<file path="config.mk">
export PLATFORM = sky130hd
export DESIGN_NAME = calc_btn_cond
export DESIGN_NICKNAME = d
export VERILOG_FILES = /design/src/rtl/calc_btn_cond.sv
export SDC_FILE = /design/constraint.sdc
export NUM_CORES = 1
export LEC_CHECK = 0
export CAP_MARGIN = 10
export CORE_ASPECT_RATIO = 2
export CORE_UTILIZATION = 45
export CTS_BUF_LIST = sky130_fd_sc_hd__clkbuf_4
export DETAILED_ROUTE_END_ITERATION = 8
export GPL_TIMING_DRIVEN = 1
export PLACE_DENSITY = 0.7
export SETUP_SLACK_MARGIN = 0.15
export SLEW_MARGIN = 40
export SYNTH_ARGS = -nofsm -noshare
export SYNTH_HDL_FRONTEND = slang
export SYNTH_SLANG_ARGS = --single-unit
</file>
<file path="constraint.sdc">
create_clock -name clk -period 4.5 [get_ports clk]
set_input_delay 0.45 -clock clk [delete_from_list [all_inputs] [get_ports clk]]
set_output_delay 0.45 -clock clk [all_outputs]
set_load 0.01 [all_outputs]
</file>
<file path="src/rtl/calc_btn_cond.sv">
// Button conditioning for the calculator: five synchronised and debounced channels.
// Also produces execute/clear strobes and holds the op-select snapshot latched at execute.
module calc_btn_cond #(
  parameter int DEBOUNCE_CYCLES = 16,
  parameter int CNT_W           = $clog2(DEBOUNCE_CYCLES + 1)
) (
  input  logic clk,
  input  logic rst_n,
  input  logic btnc_raw,
  input  logic btnl_raw,
  input  logic btnr_raw,
  input  logic btnu_raw,
  input  logic btnd_raw,
  output logic btnc,
  output logic btnl,
  output logic btnr,
  output logic op_btnc,
  output logic op_btnl,
  output logic op_btnr,
  output logic exec_pulse,
  output logic clr_pulse
);

  localparam int unsigned NCH  = 5;
  localparam int unsigned CH_U = 3;
  localparam int unsigned CH_D = 4;
  localparam logic [CNT_W-1:0] CNT_MAX = CNT_W'(DEBOUNCE_CYCLES - 1);

  // Channel order: {d, u, r, l, c}
  logic [NCH-1:0]   raw;
  logic [NCH-1:0]   s1_q, s2_q, db_q, db_d;
  logic [CNT_W-1:0] cnt_q [NCH];
  logic [CNT_W-1:0] cnt_d [NCH];
  logic             rise_u, rise_d;
  logic             exec_q, exec_d, clr_q, clr_d;
  logic [2:0]       op_q, op_d;

  assign raw = {btnd_raw, btnu_raw, btnr_raw, btnl_raw, btnc_raw};

  always_comb begin
    db_d = db_q;
    for (int unsigned i = 0; i < NCH; i++) begin
      cnt_d[i] = '0;
      if (s2_q[i] != db_q[i]) begin
        if (cnt_q[i] == CNT_MAX) db_d[i]  = s2_q[i];
        else                     cnt_d[i] = cnt_q[i] + CNT_W'(1);
      end
    end
  end

  // Clear wins over a coincident execute; the op latch samples pre-edge levels.
  always_comb begin
    rise_u = db_d[CH_U] & ~db_q[CH_U];
    rise_d = db_d[CH_D] & ~db_q[CH_D];
    clr_d  = rise_u;
    exec_d = rise_d & ~rise_u;
    op_d   = exec_d ? db_q[2:0] : op_q;
  end

  always_ff @(posedge clk) begin
    if (!rst_n) begin
      s1_q   <= '0;
      s2_q   <= '0;
      db_q   <= '0;
      exec_q <= 1'b0;
      clr_q  <= 1'b0;
      op_q   <= '0;
      for (int unsigned i = 0; i < NCH; i++) cnt_q[i] <= '0;
    end else begin
      s1_q   <= raw;
      s2_q   <= s1_q;
      db_q   <= db_d;
      exec_q <= exec_d;
      clr_q  <= clr_d;
      op_q   <= op_d;
      for (int unsigned i = 0; i < NCH; i++) cnt_q[i] <= cnt_d[i];
    end
  end

  assign btnc       = db_q[0];
  assign btnl       = db_q[1];
  assign btnr       = db_q[2];
  assign op_btnc    = op_q[0];
  assign op_btnl    = op_q[1];
  assign op_btnr    = op_q[2];
  assign exec_pulse = exec_q;
  assign clr_pulse  = clr_q;

endmodule

</file>
==> results of run 1 <==
==> registers in the layout (all words and copies together), names as in the netlist <==
name	flops
cnt_q	25
s1_q	5
db_q	5
s2_q	5
op_q	3
exec_pulse	1
clr_pulse	1
==> power by group through the flow <==
| stage | Sequential (W) | Combinational [W] | Clock [W] |
|---|---|---|---|
| global placement | 0.000415 | 0.0000154 | 0 |
| floorplan | 0.000415 | 0.0000117 | 0 |
| finish | 0.000407 | 0.0000155 | 0.000181 |
| CTS | 0.000407 | 0.0000164 | 0.000188 |
| global route | 0.000408 | 0.0000177 | 0.000202 |
| detailed placement | 0.000416 | 0.0000162 | 0 |
==> logic make-up after synthesis <==
group	count (synthesis)	synth area share
XOR/XNOR	15	0.0791
multiplexers	7	0.0422
adder cells (fa/ha/maj)	10	0.0754
flip-flops	45	0.543
AND/OR/NAND/NOR	64	0.196
buffers and inverters	14	0.0445
AO/OA/AOI/OAI	2	0.0204
==> worst max path at each step <==
stage	from	endpoint	slack [ps]	cells past startpoint
global route	cnt_q[0][20]	op_q[0]	2640	6
global placement	rst_n	cnt_q[0][13]	2590	3
detailed placement	rst_n	cnt_q[0][2]	2510	3
floorplan	cnt_q[0][15]	op_q[0]	2960	5
finish	db_q[2]	btnr	2720	1
CTS	db_q[2]	btnr	2700	1
==> layer usage <==
metal,global-route usage,up-vias,share of wire
met4,0.105,0,0.034
li1,-,539,-
met2,0.258,23,0.54
met1,0.135,479,0.39
met5,0,-,0
met3,0.0495,6,0.036
==> synthesized netlist by cell type <==
library cell  number
dfxtp_1           45
ha_1              10
and3_1             5
nand2b_1           1
clkbuf_1           1
nand3b_1           5
nor2b_1            4
inv_2              1
xor2_1            10
nand2_1            7
a21boi_0           1
a311oi_4           1
inv_1             10
buf_8              1
nor2_1            25
xnor2_1            5
and2_2             1
nand3_1            5
and2_1            10
clkbuf_8           1
and4_2             1
mux2i_1            7
==> final cells by class <==
cell class	instances	area [um2]
clock buffer	5	37.5
clock inverter	3	17.5
fill	337	1580
inverter	11	41.3
multi-input combinational	98	686
sequential	45	901
tap	48	60.1
timing repair buffer	14	135
==> through the flow <==
| stage | setup WS, ps | utilization | hold WS, ps | instance area (um2) | std cells |
|---|---|---|---|---|---|
| after global placement | 2590 | 0.529 | 413 | 1830 | 216 |
| after detailed placement | 2510 | 0.529 | 420 | 1830 | 216 |
| after global routing | 2640 | 0.544 | 454 | 1880 | 224 |
| after CTS | 2700 | 0.545 | 439 | 1880 | 224 |
| after floorplan | 2960 | - | 412 | 1660 | 157 |
| final | 2720 | 0.544 | 432 | 1880 | 224 |
==> flow_metrics.tcl, run 1 <==
set metrics [dict create \
    hold-path-endpoint "s2_q[2]" \
    area_growth_pct 13.1 \
    antenna_cells 0 \
    cts_resized 0 \
    arrival_ps 1330 \
    cts_tree "yes" \
    start_util 0.481 \
    grt_max_degree 29 \
    p_sw_w 0.000132 \
    routedWlPerCell_um 10.8 \
    finalSetupViolCount 0 \
    netSwitchingFraction 0.219 \
    viasPerCell 4.67 \
    yosysSeqAreaShare 0.543 \
    cp_slowest_stage_delay_ps 560 \
    power_frac_clock 0.300 \
    dieHeight_um 87.9 \
    overflow 0 \
    num_rows 30 \
    cp.required_ps 4050 \
    netlist_area_mm2 0.00166 \
    antenna_found_initial 0 \
    cp_top_family "buffers and inverters" \
    drtPass1Iterations 4 \
    rsz0062_at_grt "no" \
    core-area_mm2 0.00345 \
    ios 15 \
    power_frac_seq 0.674 \
    setup.worst_path.end_class "output port" \
    fin_skew_ps 14.1 \
    worstHoldStart "s1_q[2]" \
    p_leak_nw 0.729 \
    powerDensity_mw_per_mm2 321 \
    port-buffer-count 14 \
    layout.nets 192 \
    cts_made_buffers 5 \
    worstSetupStartpointType "flip-flop" \
    dieArea_mm2 0.00395 \
    drtIter0Drc 10 \
    syn_inst 157 \
    setup_tns_ps 0 \
    post_cts_buffers 0 \
    cap_viol_max_count 0 \
    route.detailed.drc 0 \
    r2r_end "op_q[0]" \
    synth_top_cell_by_area "dfxtp_1" \
    post-route-min-period_ps 1780 \
    cp_num_buf_inv 1 \
    clk_path_buf_depth 2 \
    r2r_start "cnt_q[0][20]" \
    hold_path_class "reg2reg" \
    htree_levels 2 \
    slew_headroom 0.734 \
    ys_ff_latch 45 \
    holdBufCountCts 0 \
    ant_nets 0 \
    layout_commonest_cell "dfxtp_1" \
    synth_warnings 0 \
    clkTransAtPathRegs_ps 130 \
    avgSynthCellArea_um2 10.6 \
    detailed_place_hpwl_mm 1.81 \
    syn_nets 174 \
    gp_congestion 0.649 \
    ys_top_cells_by_area "dfxtp_1 54%, ha_1 7.5%, nor2_1 5.7%" \
    crit_path_max_fanout 4 \
    yosysTopAreaCellShare 0.543 \
    worstPathCellList "clkdlybuf4s50_1" \
    timing.final.hold_violations 0 \
    drive_above_1_share 0.0682 \
    p_comb_frac 0.026 \
    clock_latency_ps 350 \
    tightest_slew_ps 398 \
    criticalPathCategory "reg2out" \
    crit_path_top_delay_cell "clkdlybuf4s50_1" \
    power_w 0.000604 \
    timing.fmax_ghz 0.561 \
    r2r_slack_ps 2750 \
    min_path_cells 1 \
    clock_sinks 45 \
    period_share 0.396 \
    grt_pass1_wl_mm 4.20 \
    ys_types 22 \
    cts-root-buf "clkbuf_4" \
    outcome "finished clean" \
    grt_usage 0.148 \
    slew_violations 0 \
    vias 1047 \
    grt_pass1_vias 1070 \
    r2r_cells 6 \
    intPower_w 0.000472 \
    die_w_um 45.0 \
    mostFrequentLayoutCells "45 x dfxtp_1, 25 x nor2_1, 13 x clkdlybuf4s50_1" \
    ir_worst_vdd_v 0.000235 \
    totalWireLength_mm 2.42 \
]
(Power assumes the default switching activity.)
==> run 2, diff against run 1 <==
Clock period 4.5 ns to 1.7 ns, I/O delays scaled along.
==> run 2 against run 1 <==
  * Clock power grew to 3.4 times the previous value
  * Routed wire length shrank 3.8%
  * Sequential power grew to 2.7 times the previous value
  * Setup slack lost 2600 ps
  * Sequential cell count is the same
  * Critical endpoint is now op_q[1]
  * Largest cell class unchanged
==> flow_metrics.tcl, run 2 (synthesized netlist as in run 1, its figures left out) <==
set metrics [dict create \
    drtIter0Drc 13 \
    vias 1059 \
    p_leak_nw 0.774 \
    die_w_um 45.0 \
    core-area_mm2 0.00345 \
    wl_met1_um 927 \
    dr.max_layer_used "met4" \
    grt_pass1_wl_mm 4.10 \
    clkTransAtPathRegs_ps 130 \
    wl_met2_mm 1.25 \
    largest-register "cnt_q" \
    setup.worst_path.end_class "flip-flop" \
    criticalPathCategory "reg2reg" \
    fin_ws_ps 162 \
    cap_viol_max_count 0 \
    drtPass1Iterations 3 \
    htree_levels 2 \
    outcome "finished clean" \
    layout_commonest_cell "dfxtp_1" \
    viasPerCell 4.60 \
    grt_max_degree 29 \
    powerDensity_mw_per_mm2 867 \
    area_growth_pct 21.3 \
    ant_nets 0 \
    mostFrequentLayoutCells "41 x dfxtp_1, 25 x nor2_1, 14 x clkdlybuf4s50_1" \
    routedWlPerCell_um 10.1 \
    start_util 0.481 \
    cp_slowest_stage_delay_ps 380 \
    detailed_place_hpwl_mm 1.66 \
    setup_tns_ps 0 \
    totalWireLength_mm 2.32 \
    route.detailed.drc 0 \
    cts_made_buffers 5 \
    gp_congestion 0.712 \
    largest_reg_flops 25 \
    antenna_cells 0 \
    grt_usage 0.141 \
    crit_path_max_fanout 4 \
    timing.fmax_ghz 0.650 \
    ios 15 \
    arrival_ps 1820 \
    antenna_found_initial 0 \
    tightest_slew_ps 355 \
    cts_tree "yes" \
    worstSetupStartpointType "flip-flop" \
    worstPathCellList "ha_4 -> and3_4 -> ha_4 -> nand2_4 -> a311oi_4 -> mux2i_1" \
    layout.nets 198 \
    clock_sinks 45 \
    fillers 305 \
    cts-root-buf "clkbuf_4" \
    slew_headroom 0.763 \
    ir_worst_vdd_v 0.000749 \
    cp.required_ps 1980 \
    finalSetupViolCount 0 \
    wl_met3_um 88 \
    dieHeight_um 87.9 \
    pre_cts_slack_ps 69.2 \
    drive_above_1_share 0.154 \
    overflow 0 \
    post-route-min-period_ps 1540 \
    rsz0062_at_grt "yes" \
    grt_pass1_vias 1045 \
    clock_latency_ps 340 \
    period_share 0.905 \
    crit_top_cell "ha_4" \
    slew_violations 0 \
    crit_path_top_delay_cell "a311oi_4" \
    clk_path_buf_depth 2 \
    timing.final.hold_violations 0 \
    fin_skew_ps 10.0 \
    port-buffer-count 14 \
    dieArea_mm2 0.00395 \
    holdBufCountCts 0 \
    num_rows 30 \
    hold_path_class "in2reg" \
]
==> run 2: cell types whose count changed in the layout (fill, tap and decap cells not counted), sizes merged <==
| cell | before | now |
|---|---|---|
| buf | 1 | 6 |
| clkinv | 3 | 1 |
| bufinv | 0 | 1 |
| clkdlybuf4s50 | 13 | 14 |
| clkinvlp | 0 | 1 |
==> run 2: path summary, 6_finish.rpt <==
check / depth (start not counted) / slack [ps] / start / endpoint
hold / removal: 2 / 390 / btnl_raw / s1_q[1]
setup / recovery: 6 / 160 / cnt_q[0][21] / op_q[1]
hold reg to reg: 1 / 420 / cnt_q[0][15] / cnt_q[0][15]
setup reg to reg: 6 / 160 / cnt_q[0][21] / op_q[1]
==> run 2: layout make-up <==
cell class | instances | area [um2] | share of cell area
Clock buffer | 5 | 37.5 | 0.0186
Tap cell | 48 | 60.1 | 0.0298
Sequential cell | 45 | 906 | 0.450
Multi-Input combinational cell | 98 | 743 | 0.369
Inverter | 11 | 41.3 | 0.0205
Clock inverter | 3 | 41.3 | 0.0205
Timing Repair Buffer | 20 | 185 | 0.0919
==> run 2: critical path: cells and delay by family, from the launching register on <==
kind,cells,cell delay (ps)
multiplexers,1,220
flip-flops,1,370
adder cells (fa/ha/maj),2,270
AND/OR/NAND/NOR,2,240
AO/OA/AOI/OAI,1,380
==> run 2: repair_timing <==
action                                  CTS  global route
resized for setup                        10             5
pin swaps                                 2             3
endpoints found under the setup margin    4             5
setup buffers                             2             3
hold endpoints to repair                  0             0
==> run 2: through the flow <==
| step | util | std cells | instance area (um2) | hold slack [ps] | power [W] |
|---|---|---|---|---|---|
| after CTS | 0.570 | 227 | 1970 | 383 | 0.00177 |
| after global placement | 0.532 | 217 | 1840 | 415 | 0.00114 |
| after detailed placement | 0.532 | 217 | 1840 | 428 | 0.00115 |
| final | 0.583 | 230 | 2010 | 395 | 0.00175 |
| after floorplan | - | 157 | 1660 | 297 | 0.00113 |
| after global routing | 0.583 | 230 | 2010 | 377 | 0.00183 |
==> run 2: power breakdown <==
part	total [W]	internal, W	switching (W)
Clock	0.000624	0.000305	0.000319
Combinational	0.0000453	0.0000261	0.0000191
Sequential	0.00108	0.00107	0.00000850
==> run 2: metal layers <==
| metal | GRT usage | up-vias |
|---|---|---|
| met3 | 0.0474 | 5 |
| met2 | 0.250 | 18 |
| met1 | 0.137 | 491 |
| met5 | 0 | - |
| li1 | - | 545 |
| met4 | 0.0744 | 0 |
==> run 3, diff against run 2 <==
Settings changed: SLEW_MARGIN 40 to default.
Clock period 1.7 ns to 1.6 ns, I/O delays scaled along.
==> run 3 against run 2 <==
  * First-iteration DRC count decreased by 23%
  * Routed wire length increased by 13%
  * Clock skew grew 5.8 ps
  * Clock-buffer cell count up 1
==> flow_metrics.tcl, run 3 (synthesized netlist as in run 1, its figures left out) <==
set metrics [dict create \
    outcome "finished clean" \
    r2r_slack_ps 50 \
    num_rows 30 \
    setup_tns_ps 0 \
    powerDensity_mw_per_mm2 908 \
    criticalPathCategory "reg2reg" \
    timing.final.hold_violations 0 \
    cts-root-buf "clkbuf_4" \
    path_depth 6 \
    crit_path_top_delay_cell "dfxtp_4" \
    fin_cells 230 \
    cap_viol_max_count 0 \
    drtPass1Iterations 4 \
    ios 15 \
    overflow 0 \
    cts_tree "yes" \
    finalSetupViolCount 0 \
    largest-register "cnt_q" \
    ant_nets 0 \
    crit_top_cell "ha_4" \
    p_leak_nw 0.848 \
    viasPerCell 4.62 \
    crit_path_start "cnt_q[0][20]" \
    core-area_mm2 0.00345 \
    cp_top_family "flip-flops" \
    clock_sinks 45 \
    r2r_end "op_q[2]" \
    port-buffer-count 14 \
    dieHeight_um 87.9 \
    route.detailed.drc 0 \
    r2r_start "cnt_q[0][20]" \
    dieArea_mm2 0.00395 \
    totalWireLength_mm 2.62 \
    cp.required_ps 1870 \
    slew_violations 0 \
    hold_path_class "in2reg" \
    rsz0062_at_grt "yes" \
    routedWlPerCell_um 11.4 \
    largest_reg_flops 25 \
    start_util 0.481 \
    gp_congestion 0.673 \
    vias 1062 \
    worstSetupStartpointType "flip-flop" \
    post-route-min-period_ps 1550 \
    die_w_um 45.0 \
    arrival_ps 1820 \
    slew_headroom 0.758 \
    area_growth_pct 24.0 \
    r2r_cells 6 \
    place_inst 218 \
    worstPathCellList "ha_4 -> and3_4 -> ha_4 -> nand2_4 -> a311oi_4 -> mux2i_1" \
    ir_worst_vdd_v 0.000749 \
    cp_num_buf_inv 0 \
    tightest_slew_ps 363 \
    cts_made_buffers 5 \
    timing.fmax_ghz 0.645 \
    mostFrequentLayoutCells "36 x dfxtp_1, 25 x nor2_1" \
    period_share 0.968 \
    grt_pass1_wl_mm 4.60 \
    detailed_place_hpwl_mm 1.84 \
    clock_latency_ps 350 \
    drive_above_1_share 0.209 \
    crit_path_max_fanout 4 \
    antenna_cells 0 \
    grt_max_degree 24 \
    htree_levels 2 \
    fin_skew_ps 15.9 \
    setup.worst_path.end_class "flip-flop" \
    clk_path_buf_depth 2 \
    power_w 0.00187 \
    grt_pass1_vias 1130 \
    layout.nets 198 \
    drtIter0Drc 10 \
    grt_usage 0.161 \
    clkTransAtPathRegs_ps 120 \
    cp-endpoint "op_q[2]" \
    antenna_found_initial 0 \
    layout_commonest_cell "dfxtp_1" \
    cp_slowest_stage_delay_ps 380 \
]
[run 3: cell count changes in the layout (fill, tap and decap cells not counted)]
cell / delta
clkbuf_4: +1
clkdlybuf4s50_1: -4
clkinvlp_4: -1
dfxtp_1: -5
dfxtp_2: +3
dfxtp_4: +2
dlymetal6s2s_1: +4
ha_1: -5
ha_2: +4
ha_4: +1
[run 3: area by class of cell]
type	instances	area, um2
multi-input cells	98	766
clock buffers	6	45.0
flip-flops and latches	45	917
well taps	48	60.1
repair buffers	20	195
clock inverters	2	33.8
inverters	11	41.3
fillers	317	1400
[run 3: layer usage]
metal | wire length (um) | part of all wire | global-route usage | vias to the layer above
met5 | 0 | 0 | 0 | -
met4 | 82 | 0.031 | 0.105 | 0
met3 | 74 | 0.028 | 0.0392 | 7
met2 | 1480 | 0.56 | 0.274 | 19
met1 | 982 | 0.38 | 0.166 | 489
li1 | - | - | - | 547
[run 3: worst min path at each step]
stage	slack [ps]	end	startpoint	depth (start not counted)
floorplan	290	s1_q[0]	btnc_raw	1
global placement	420	s2_q[3]	s1_q[3]	1
detailed placement	420	s2_q[4]	s1_q[4]	1
CTS	370	s1_q[0]	btnc_raw	2
global route	380	s1_q[4]	btnd_raw	2
finish	390	s1_q[0]	btnc_raw	2
[run 3: per-stage QoR]
step | instance area [um2] | utilization | setup WS (ps) | hold slack, ps
finish | 2060 | 0.596 | 50.4 | 385
detailed placement | 1860 | 0.539 | -21.2 | 424
global placement | 1860 | 0.539 | 80.5 | 415
CTS | 2000 | 0.580 | -3.51 | 365
floorplan | 1680 | - | 156 | 287
global route | 2060 | 0.596 | -32.7 | 377
[run 3: power breakdown]
group,switching (W),internal [W]
clock network,0.000330,0.000343
logic,0.0000218,0.0000315
registers,0.00000992,0.00113
[run 3: what timing repair did]
item / CTS / global route
gates resized for setup: 14 / 15
pin swaps: 3 / 6
buffers inserted: 2 / 2
setup endpoints to repair: 7 / 22
hold buffers: 0 / 0
